## src/rtl/diagv2_test_sequencer_pkg.sv

```systemverilog
// Shared types and constants for the diagv2 test campaign sequencer.
// Optional watchdog build macro: SEQ_TIMEOUT_EN.
package diagv2_test_sequencer_pkg;

    localparam int unsigned DATA_W = 32;

    typedef enum logic [2:0] {
        SEQ_IDLE   = 3'd0,
        SEQ_LOAD   = 3'd1,
        SEQ_RST    = 3'd2,
        SEQ_RUN    = 3'd3,
        SEQ_RECORD = 3'd4,
        SEQ_DONE   = 3'd5
    } seq_state_e;

    // Status reported for a test that never reached ecall.
    localparam logic [DATA_W-1:0] SEQ_TIMEOUT_STATUS = '1;

endpackage

```

## src/rtl/diagv2_seq_watchdog.sv

```systemverilog
// RUN-phase watchdog: counts enabled cycles and flags the terminal count.
// Instantiated by the sequencer only when SEQ_TIMEOUT_EN is defined.
module diagv2_seq_watchdog #(
    parameter int unsigned LIMIT = 4096
) (
    input  logic clk,
    input  logic reset,
    input  logic clear,
    input  logic enable,
    output logic terminal_c
);

    localparam int unsigned CNT_W = (LIMIT > 2) ? $clog2(LIMIT) : 1;

    logic [CNT_W-1:0] count;

    always_ff @(posedge clk) begin
        if (reset || clear) begin
            count <= '0;
        end else if (enable && !terminal_c) begin
            count <= count + CNT_W'(1);
        end
    end

    assign terminal_c = (count == CNT_W'(LIMIT - 1));

endmodule

```

## src/rtl/diagv2_test_sequencer.sv

```systemverilog
// Campaign controller: load image, hold core reset, run to ecall, tally result.
// Define SEQ_TIMEOUT_EN to add a RUN-phase watchdog (diagv2_seq_watchdog).
module diagv2_test_sequencer
    import diagv2_test_sequencer_pkg::*;
#(
    parameter int unsigned NUM_TESTS      = 50,
    parameter int unsigned IDX_W          = 6,
    parameter int unsigned CNT_W          = 7,
    parameter int unsigned RESET_CYCLES   = 2,
    parameter int unsigned TIMEOUT_CYCLES = 4096
) (
    input  logic              clk,
    input  logic              reset,
    input  logic              start,
    output logic              load_req,
    input  logic              load_done,
    output logic [IDX_W-1:0]  test_idx,
    output logic              core_reset,
    output logic              core_clk_en,
    input  logic              ecall,
    input  logic [DATA_W-1:0] status_code,
    output logic [DATA_W-1:0] last_status,
    output logic              result_valid,
    output logic              result_pass,
    output logic [CNT_W-1:0]  passed,
    output logic [CNT_W-1:0]  failed,
    output logic              busy,
    output logic              done
);

    localparam int unsigned RST_W = (RESET_CYCLES > 2) ? $clog2(RESET_CYCLES) : 1;

    if (RESET_CYCLES < 1 || TIMEOUT_CYCLES < 2) begin : g_bad_cfg
        $error("diagv2_test_sequencer: RESET_CYCLES must be >=1 and TIMEOUT_CYCLES >=2");
    end

    seq_state_e        state_q, state_d;
    logic [RST_W-1:0]  rst_cnt_q, rst_cnt_d;
    logic [IDX_W-1:0]  test_idx_d;
    logic [CNT_W-1:0]  passed_d, failed_d;
    logic [DATA_W-1:0] last_status_d;
    logic              clk_en_q, clk_en_d;
    logic              load_req_d, core_reset_d, result_valid_d, result_pass_d;
    logic              busy_d, done_d;
    logic              timeout_c;

`ifdef SEQ_TIMEOUT_EN
    diagv2_seq_watchdog #(
        .LIMIT(TIMEOUT_CYCLES)
    ) u_watchdog (
        .clk       (clk),
        .reset     (reset),
        .clear     (state_q != SEQ_RUN),
        .enable    (state_q == SEQ_RUN),
        .terminal_c(timeout_c)
    );
`else
    assign timeout_c = 1'b0;
`endif

    // Next-state, datapath updates and next-cycle output decode.
    always_comb begin
        state_d        = state_q;
        rst_cnt_d      = rst_cnt_q;
        test_idx_d     = test_idx;
        passed_d       = passed;
        failed_d       = failed;
        last_status_d  = last_status;
        result_pass_d  = 1'b0;

        case (state_q)
            SEQ_IDLE, SEQ_DONE: begin
                if (start) begin
                    state_d    = SEQ_LOAD;
                    test_idx_d = '0;
                    passed_d   = '0;
                    failed_d   = '0;
                end
            end
            SEQ_LOAD: begin
                if (load_done) begin
                    state_d   = SEQ_RST;
                    rst_cnt_d = RST_W'(RESET_CYCLES - 1);
                end
            end
            SEQ_RST: begin
                if (rst_cnt_q == '0) begin
                    state_d = SEQ_RUN;
                end else begin
                    rst_cnt_d = rst_cnt_q - RST_W'(1);
                end
            end
            SEQ_RUN: begin
                // ecall takes priority over a coinciding watchdog expiry.
                if (ecall) begin
                    state_d       = SEQ_RECORD;
                    last_status_d = status_code;
                    result_pass_d = (status_code == '0);
                end else if (timeout_c) begin
                    state_d       = SEQ_RECORD;
                    last_status_d = SEQ_TIMEOUT_STATUS;
                end
            end
            SEQ_RECORD: begin
                if (last_status == '0) begin
                    passed_d = passed + CNT_W'(1);
                end else begin
                    failed_d = failed + CNT_W'(1);
                end
                if (test_idx == IDX_W'(NUM_TESTS - 1)) begin
                    state_d = SEQ_DONE;
                end else begin
                    state_d    = SEQ_LOAD;
                    test_idx_d = test_idx + IDX_W'(1);
                end
            end
            default: state_d = SEQ_IDLE;
        endcase

        load_req_d     = (state_d == SEQ_LOAD);
        core_reset_d   = (state_d inside {SEQ_IDLE, SEQ_LOAD, SEQ_RST, SEQ_DONE});
        clk_en_d       = (state_d inside {SEQ_RST, SEQ_RUN});
        result_valid_d = (state_d == SEQ_RECORD);
        busy_d         = (state_d inside {SEQ_LOAD, SEQ_RST, SEQ_RUN, SEQ_RECORD});
        done_d         = (state_d == SEQ_DONE);
    end

    always_ff @(posedge clk) begin
        if (reset) begin
            state_q      <= SEQ_IDLE;
            rst_cnt_q    <= '0;
            test_idx     <= '0;
            passed       <= '0;
            failed       <= '0;
            last_status  <= '0;
            load_req     <= 1'b0;
            core_reset   <= 1'b1;
            clk_en_q     <= 1'b0;
            result_valid <= 1'b0;
            result_pass  <= 1'b0;
            busy         <= 1'b0;
            done         <= 1'b0;
        end else begin
            state_q      <= state_d;
            rst_cnt_q    <= rst_cnt_d;
            test_idx     <= test_idx_d;
            passed       <= passed_d;
            failed       <= failed_d;
            last_status  <= last_status_d;
            load_req     <= load_req_d;
            core_reset   <= core_reset_d;
            clk_en_q     <= clk_en_d;
            result_valid <= result_valid_d;
            result_pass  <= result_pass_d;
            busy         <= busy_d;
            done         <= done_d;
        end
    end

    // Freeze the core in the very cycle it raises ecall.
    assign core_clk_en = clk_en_q && !((state_q == SEQ_RUN) && ecall);

endmodule
```

## config.mk

```make
export PLATFORM = sky130hd
export DESIGN_NAME = diagv2_test_sequencer
export DESIGN_NICKNAME = d
export VERILOG_FILES = /design/src/rtl/diagv2_test_sequencer_pkg.sv /design/src/rtl/diagv2_seq_watchdog.sv /design/src/rtl/diagv2_test_sequencer.sv
export SDC_FILE = /design/constraint.sdc
export NUM_CORES = 1
export LEC_CHECK = 0
export CAP_MARGIN = 20
export CELL_PAD_IN_SITES_DETAIL_PLACEMENT = 1
export CELL_PAD_IN_SITES_GLOBAL_PLACEMENT = 2
export CORE_MARGIN = 3
export CORE_UTILIZATION = 26
export CTS_CLUSTER_DIAMETER = 30
export CTS_CLUSTER_SIZE = 25
export DETAILED_ROUTE_END_ITERATION = 7
export GPL_TIMING_DRIVEN = 0
export PLACE_DENSITY_LB_ADDON = 0.1
export SLEW_MARGIN = 20
export SYNTH_ARGS = -nofsm -noshare
export SYNTH_HDL_FRONTEND = slang
export SYNTH_SLANG_ARGS = --single-unit
```

## constraint.sdc

```tcl
create_clock -name clk -period 3.3 [get_ports clk]
set_input_delay 0.66 -clock clk [delete_from_list [all_inputs] [get_ports clk]]
set_output_delay 0.66 -clock clk [all_outputs]
set_load 0.01 [all_outputs]
```

==> qor.yml, run 1 <==
clkTransAtPathRegs_ns: 0.07
synth-edff-count: 0
clk_latency_ns: 0.34
max_freq_ghz: 0.317
place_congestion: 0.744
syn_to_final_growth_pct: 47.5
syn_area_mm2: 0.00270
mostFrequentLayoutCells: "clkdlybuf4s50_1 (95), nand2_1 (80), dfxtp_1 (63)"
die_w_um: 108
cts_buffers: 9
instances_no_fill: 578
worstHoldStart: "last_status[12]$_SDFFE_PP0P_"
synth_nets: 377
synth_flop_cell: "dfxtp_1"
rrSetupSlack_ns: 0.92
final_nets: 483
ant_nets: 0
slew_violations: 0
worst_pin_slew_ns: 0.586
io_buffer_count: 95
min_to: "last_status[12]$_SDFFE_PP0P_"
dp.cells: 564
maxCapViolCount: 0
layout-drive-gt1-share: 0.0562
r2r_cells: 6
drt_pass1_iterations: 4
postCtsSetupBuffers: 0
ys_ff_latch: 63
n_antenna_cell: 0
drt_iter0_drc: 56
finalInstanceArea_mm2: 0.00398
power.leakage_nw: 1.34
start_kind: "input pin"
drt-total-wl_um: 9190
critPathMaxFanout: 10
vias_per_cell: 4.88
dieArea_mm2: 0.0116
cts_resized: 0
synthCells: 336
dp_slack_ns: 0.0222
end_kind: "primary output"
grt_overflow_total: 0
synth-async-reset-ratio: 0
antenna_found_initial: 0
finalClockSkew_ns: 0.00794
hold_viol: 0
r2r-end: "passed[5]$_SDFFE_PP0P_"
grt_max_degree: 11
avgSynthCellArea_um2: 8.04
r2r_start: "last_status[26]$_SDFFE_PP0P_"
clockBufferDepth: 2
fin_crit_sh: 0.956
clock_sink_count: 63
cts_tree: "yes"
status: "complete, no violations"
ys_seq_area_frac: 0.467
crit_required_ns: 2.64
critical_path_arrival_ns: 2.49
track_usage: 0.165
core_mm2: 0.00995
fin_util: 0.400
cts_root_buf: "clkbuf_8"
mostFrequentLayoutCell: "clkdlybuf4s50_1"
setup-violations-final: 0
ios: 96
worstHoldPathType: "reg2reg"
fp-row-count: 36
htree_levels: 3
power_mw: 1.60
path_class: "in2out"
initial_utilization: 0.271
drcViolationCount: 0
layout_min_cycle_time_ns: 3.15
wl_per_cell_um: 15.9
die_h_um: 108
ir_drop_mv: 0.203
grt_pass1_vias: 2884
yosysWarningCount: 0
worstHoldPathCells: 2
dr_total_vias: 2821
hold_buffers: 0
dpl-instance-area_mm2: 0.00382
grt_first_pass_wirelength_um: 15100
rsz0062_at_grt: "no"
relSlewSlack: 0.606
yosysUniqueCellTypes: 42
dp_hpwl_um: 7030
powerDensity_mw_per_mm2: 401
fin_ws_ns: 0.147
==> kinds of logic (layout without fill, tap and decap cells) <==
family / after synthesis / in the layout / synth area share
AO/OA/AOI/OAI: 79 / 79 / 0.179
XOR/XNOR: 3 / 3 / 0.00973
adder cells (fa/ha/maj): 5 / 5 / 0.0222
buffers and inverters: 28 / 137 / 0.0431
flip-flops: 63 / 63 / 0.467
multiplexers: 1 / 1 / 0.00371
AND/OR/NAND/NOR: 157 / 157 / 0.275
==> worst max-delay path by stage <==
| stage | start | slack, ns | cells after the start | endpoint |
|---|---|---|---|---|
| after CTS | ecall | 0.007 | 5 | core_clk_en |
| after detailed placement | ecall | 0.02 | 5 | core_clk_en |
| after floorplan | ecall | 1.30 | 3 | core_clk_en |
| final | ecall | 0.15 | 5 | core_clk_en |
| after global routing | ecall | 0.03 | 5 | core_clk_en |
| after global placement | ecall | -0.006 | 5 | core_clk_en |
==> where the power goes <==
group / internal, mW / leakage [nW] / switching (mW) / total, mW
Combinational: 0.0970 / 0.747 / 0.112 / 0.209
Clock: 0.305 / 0.0854 / 0.294 / 0.599
Sequential: 0.777 / 0.509 / 0.0130 / 0.790
==> through the flow <==
step                hold slack, ns  setup TNS [ns]
finish                       0.473               0
global route                 0.502               0
CTS                          0.477               0
detailed placement           0.467               0
global placement             0.461        -0.00613
floorplan                    0.481               0
==> worst max-delay path: stages <==
cell and delay, ns:
clkdlybuf4s50_1 0.51, nand3_1 0.33, clkbuf_2 0.32, and2_1 0.20, clkdlybuf4s50_1 0.47
==> per-layer routing <==
metal / up-vias / global-route usage / share of wire / wire length [um]
met4: 0 / 0.0406 / 0.011 / 97
met3: 7 / 0.0531 / 0.049 / 449
met1: 1350 / 0.217 / 0.47 / 4330
met5: - / 0 / 0 / 0
met2: 55 / 0.264 / 0.47 / 4310
li1: 1409 / - / - / -
==> sequential cells by signal, indices dropped and copies added, names as in the netlist <==
register	flops
result_pass	1
clk_en_q	1
last_status	32
result_valid	1
done	1
passed	7
load_req	1
failed	7
test_idx	6
busy	1
state_q	3
core_reset	1
rst_cnt_q	1
==> Yosys cell counts, types with 4 or more instances <==
| library cell | number | share of area |
|---|---|---|
| a211oi_1 | 4 | 0.011 |
| a21oi_1 | 41 | 0.076 |
| and3_1 | 4 | 0.0093 |
| clkbuf_1 | 14 | 0.019 |
| dfxtp_1 | 63 | 0.47 |
| ha_1 | 4 | 0.019 |
| inv_1 | 9 | 0.013 |
| nand2_1 | 80 | 0.11 |
| nand3_1 | 16 | 0.030 |
| nand4_1 | 4 | 0.0093 |
| nor2_1 | 12 | 0.017 |
| nor3_1 | 6 | 0.011 |
| nor4_1 | 18 | 0.042 |
| o21ai_0 | 13 | 0.024 |
| or4_1 | 4 | 0.011 |
==> layout make-up <==
class	count	area (um2)
flip-flops and latches	63	1260
well taps	133	166
inverters	9	33.8
clock inverters	1	5.00
plain buffers	19	83.8
repair buffers	95	951
fillers	1194	5970
multi-input cells	245	1320
clock buffers	13	159
(Power assumes the default switching activity.)
==> inputs of run 2 (changes only) <==
--- a/config.mk
+++ b/config.mk
@@ -13,7 +13,6 @@
 export CTS_CLUSTER_DIAMETER = 30
 export CTS_CLUSTER_SIZE = 25
 export DETAILED_ROUTE_END_ITERATION = 7
-export GPL_TIMING_DRIVEN = 0
 export PLACE_DENSITY_LB_ADDON = 0.1
 export SLEW_MARGIN = 20
 export SYNTH_ARGS = -nofsm -noshare
==> qor.yml, run 2 (synthesis gave the netlist of run 1 again) <==
final_nets: 467
largest-register: "last_status"
clock_sink_count: 63
place_congestion: 0.759
dp_hpwl_um: 6460
powerDensity_mw_per_mm2: 423
postCtsSetupBuffers: 0
finalClockSkew_ns: 0.00785
power.leakage_nw: 1.32
top_regs: "last_status (32), failed (7), passed (7)"
ant_nets: 0
largest_reg_flops: 32
mostFrequentLayoutCells: "clkdlybuf4s50_1 (94), nand2_1 (80), dfxtp_1 (63)"
dpl-instance-area_mm2: 0.00375
die_h_um: 108
fin_ws_ns: 0.723
grt_max_degree: 42
ios: 96
htree_levels: 3
setup-violations-final: 0
fin_crit_sh: 0.781
critPathMaxFanout: 9
fin_setup_tns_ns: 0
n_antenna_cell: 0
path_class: "reg2out"
finalInstanceArea_mm2: 0.00395
drt_iter0_drc: 51
io_buffer_count: 95
cts_resized: 0
fp-row-count: 36
clk_latency_ns: 0.34
slew_violations: 0
start_kind: "flop"
crit_required_ns: 2.64
maxCapViolCount: 0
cts_root_buf: "clkbuf_8"
clockBufferDepth: 2
cp-startpoint: "state_q[0]$_SDFF_PP0_"
r2r-end: "passed[5]$_SDFFE_PP0P_"
dieArea_mm2: 0.0116
drt-total-wl_um: 8890
endpoint: "core_clk_en"
hold_buffers: 0
nFillCells: 1190
max_freq_ghz: 0.388
worstHoldPathType: "reg2reg"
dp_slack_ns: 0.718
ir_drop_mv: 0.189
cts_buffers: 9
grt_overflow_total: 0
critical_path_arrival_ns: 1.92
drcViolationCount: 0
r2r_start: "last_status[26]$_SDFFE_PP0P_"
r2r_cells: 5
layout_min_cycle_time_ns: 2.58
die_w_um: 108
dr_total_vias: 2767
layout-drive-gt1-share: 0.0626
grt_first_pass_wirelength_um: 14500
core_mm2: 0.00995
mostFrequentLayoutCell: "clkdlybuf4s50_1"
vias_per_cell: 4.91
grt_pass1_vias: 2837
drt_pass1_iterations: 4
hold_viol: 0
antenna_found_initial: 0
clkTransAtPathRegs_ns: 0.07
end_kind: "primary output"
rsz0062_at_grt: "no"
worst_pin_slew_ns: 0.737
cts_tree: "yes"
wl_per_cell_um: 15.8
rrSetupSlack_ns: 0.96
power_mw: 1.67
initial_utilization: 0.271
status: "complete, no violations"
relSlewSlack: 0.508
syn_to_final_growth_pct: 46.3
track_usage: 0.157
==> run 2: cell type report <==
cell class	count	area, um2	share of cell area
clock inverter	6	60.1	0.0152
inverter	9	33.8	0.00855
sequential	63	1260	0.319
timing repair buffer	98	968	0.245
tap	133	166	0.0421
multi-input combinational	245	1320	0.335
clock buffer	10	138	0.0348
==> run 2: critical path, stage by stage (launching register included) <==
cell,delay (ns)
dfxtp_1,0.49
nor2b_1,0.29
nand3_1,0.13
and2_1,0.19
clkdlybuf4s50_1,0.47
==> run 2: power by group <==
part           switching [mW]  internal, mW
registers              0.0191         0.777
clock network           0.317         0.365
logic                   0.101        0.0916
==> run 2: how the worst min path moves through the flow <==
stage               cells after the start                           end  slack, ns                          from
finish                                  2  last_status[24]$_SDFFE_PP0P_       0.47  last_status[24]$_SDFFE_PP0P_
global route                            2  last_status[16]$_SDFFE_PP0P_       0.49  last_status[16]$_SDFFE_PP0P_
CTS                                     2  last_status[24]$_SDFFE_PP0P_       0.48  last_status[24]$_SDFFE_PP0P_
detailed placement                      2   last_status[2]$_SDFFE_PP0P_       0.47   last_status[2]$_SDFFE_PP0P_
global placement                        2  last_status[28]$_SDFFE_PP0P_       0.46  last_status[28]$_SDFFE_PP0P_
floorplan                               2         core_reset$_SDFF_PP1_       0.48        rst_cnt_q$_SDFFE_PP0P_
==> run 2: per-stage QoR <==
step | utilization | cells | hold slack, ns
2_1_floorplan | - | 336 | 0.481
3_3_place_gp | 0.377 | 548 | 0.460
3_5_place_dp | 0.377 | 548 | 0.466
4_1_cts | 0.397 | 564 | 0.478
5_1_grt | 0.397 | 564 | 0.490
6_report | 0.397 | 564 | 0.475
==> run 2: layer usage <==
layer	global-route usage	routed length, um	part of all wire
met5	0	0	0
met4	0.0586	201	0.023
met3	0.0484	480	0.054
met2	0.251	4140	0.47
met1	0.200	4060	0.46
==> inputs of run 3 (changes only) <==
--- a/config.mk
+++ b/config.mk
@@ -9,7 +9,7 @@
 export CELL_PAD_IN_SITES_DETAIL_PLACEMENT = 1
 export CELL_PAD_IN_SITES_GLOBAL_PLACEMENT = 2
 export CORE_MARGIN = 3
-export CORE_UTILIZATION = 26
+export CORE_UTILIZATION = 25
 export CTS_CLUSTER_DIAMETER = 30
 export CTS_CLUSTER_SIZE = 25
 export DETAILED_ROUTE_END_ITERATION = 7
==> constraint.sdc (replaced) <==
create_clock -name clk -period 2.6 [get_ports clk]
set_input_delay 0.52 -clock clk [delete_from_list [all_inputs] [get_ports clk]]
set_output_delay 0.52 -clock clk [all_outputs]
set_load 0.01 [all_outputs]
==> qor.yml, run 3 (synthesis gave the netlist of run 1 again) <==
status: "complete, no violations"
worstHoldPathType: "reg2reg"
rrSetupSlack_ns: 0.46
fin_hold_ws_ns: 0.470
place_congestion: 0.725
end_kind: "primary output"
worstHoldStart: "last_status[11]$_SDFFE_PP0P_"
maxCapViolCount: 0
max_stage_delay_ns: 0.48
n_antenna_cell: 0
nFillCells: 1257
power.leakage_nw: 1.36
cts_buffers: 9
grt_max_degree: 47
powerDensity_mw_per_mm2: 558
top_regs: "last_status (32), failed (7), passed (7)"
dieArea_mm2: 0.0121
ir_drop_mv: 0.240
grt_overflow_total: 0
rsz0062_at_grt: "no"
crit_required_ns: 2.08
io_buffer_count: 95
worst_pin_slew_ns: 0.600
htree_levels: 3
max_freq_ghz: 0.425
path_class: "reg2out"
clockBufferDepth: 2
relSlewSlack: 0.597
r2r-end: "passed[2]$_SDFFE_PP0P_"
vias_per_cell: 4.88
r2r_start: "state_q[2]$_SDFF_PP0_"
syn_to_final_growth_pct: 48.5
largest-register: "last_status"
die_w_um: 110
wl_per_cell_um: 15.8
fin_crit_sh: 0.906
final_nets: 471
clkTransAtPathRegs_ns: 0.07
clk_latency_ns: 0.34
largest_reg_flops: 32
fp-row-count: 37
min_to: "last_status[11]$_SDFFE_PP0P_"
cpMaxStageDelayCell: "dfxtp_1"
antenna_found_initial: 0
core_mm2: 0.0104
slew_violations: 0
cp_cell_sequence: "nor2b_1 -> nand3_1 -> and2_1 -> clkdlybuf4s50_1"
grt_pass1_vias: 2925
mostFrequentLayoutCell: "clkdlybuf4s50_1"
r2r_cells: 5
drcViolationCount: 0
track_usage: 0.160
cts_root_buf: "clkbuf_8"
setup-violations-final: 0
hold_buffers: 0
hold_viol: 0
layout-drive-gt1-share: 0.0667
postCtsSetupBuffers: 0
mostFrequentLayoutCells: "clkdlybuf4s50_1 (94), nand2_1 (80), dfxtp_1 (63)"
ant_nets: 0
die_h_um: 110
start_kind: "flop"
fin_setup_tns_ns: 0
drt_pass1_iterations: 4
layout_min_cycle_time_ns: 2.35
drt_iter0_drc: 74
dp_hpwl_um: 6550
cts_tree: "yes"
drt-total-wl_um: 9010
dr_total_vias: 2788
worstHoldPathCells: 2
ios: 96
initial_utilization: 0.259
grt_first_pass_wirelength_um: 15000
cts_resized: 0
finalClockSkew_ns: 0.0129
critical_path_arrival_ns: 1.83
clock_sink_count: 63
critPathMaxFanout: 9
run 3: how the worst max path moves through the flow:
stage                                 start                      to  slack (ns)  cells after the start
2_1_floorplan  last_status[19]$_SDFFE_PP0P_  passed[6]$_SDFFE_PP0P_        0.77                      5
3_3_place_gp                          ecall             core_clk_en        0.34                      4
3_5_place_dp                          start  passed[4]$_SDFFE_PP0P_        0.32                      6
4_1_cts               state_q[0]$_SDFF_PP0_             core_clk_en        0.22                      4
5_1_grt               state_q[0]$_SDFF_PP0_             core_clk_en        0.11                      4
6_report              state_q[0]$_SDFF_PP0_             core_clk_en        0.25                      4
run 3: through the flow:
stage / power [mW] / cell area, um2 / setup WS (ns) / instances / utilization
finish: 2.24 / 4010 / 0.245 / 571 / 0.385
floorplan: 1.14 / 2700 / 0.768 / 336 / -
detailed placement: 1.29 / 3790 / 0.316 / 555 / 0.364
global route: 2.35 / 4010 / 0.114 / 571 / 0.385
CTS: 2.28 / 4010 / 0.216 / 571 / 0.385
global placement: 1.29 / 3790 / 0.342 / 555 / 0.364
run 3: where the power goes:
part	switching [mW]	total, mW	internal, mW	leakage [nW]
registers	0.0195	1.01	0.987	0.509
clock network	0.379	0.971	0.592	0.114
logic	0.137	0.261	0.124	0.739
run 3: area by class of cell:
type                       count  area [um2]  share of cell area
clock buffer                  13         159              0.0396
clock inverter                 3        65.1              0.0162
inverter                       9        33.8             0.00842
multi-input combinational    245        1320               0.330
sequential                    63        1260               0.314
tap                          136         170              0.0424
timing repair buffer         102         998               0.249
run 3: critical path: cells and delay by family, from the launching register on:
kind                   cells  cell delay (ns)
flip-flops                 1             0.48
buffers and inverters      1             0.47
AND/OR/NAND/NOR            3             0.55
run 3: per-layer routing:
layer  GRT usage  share of wire  vias to the layer above
met4      0.0481          0.010                        0
met2       0.252           0.48                       61
met1       0.214           0.47                     1333
li1            -              -                     1386
met5           0              0                        -
met3      0.0405          0.045                        8
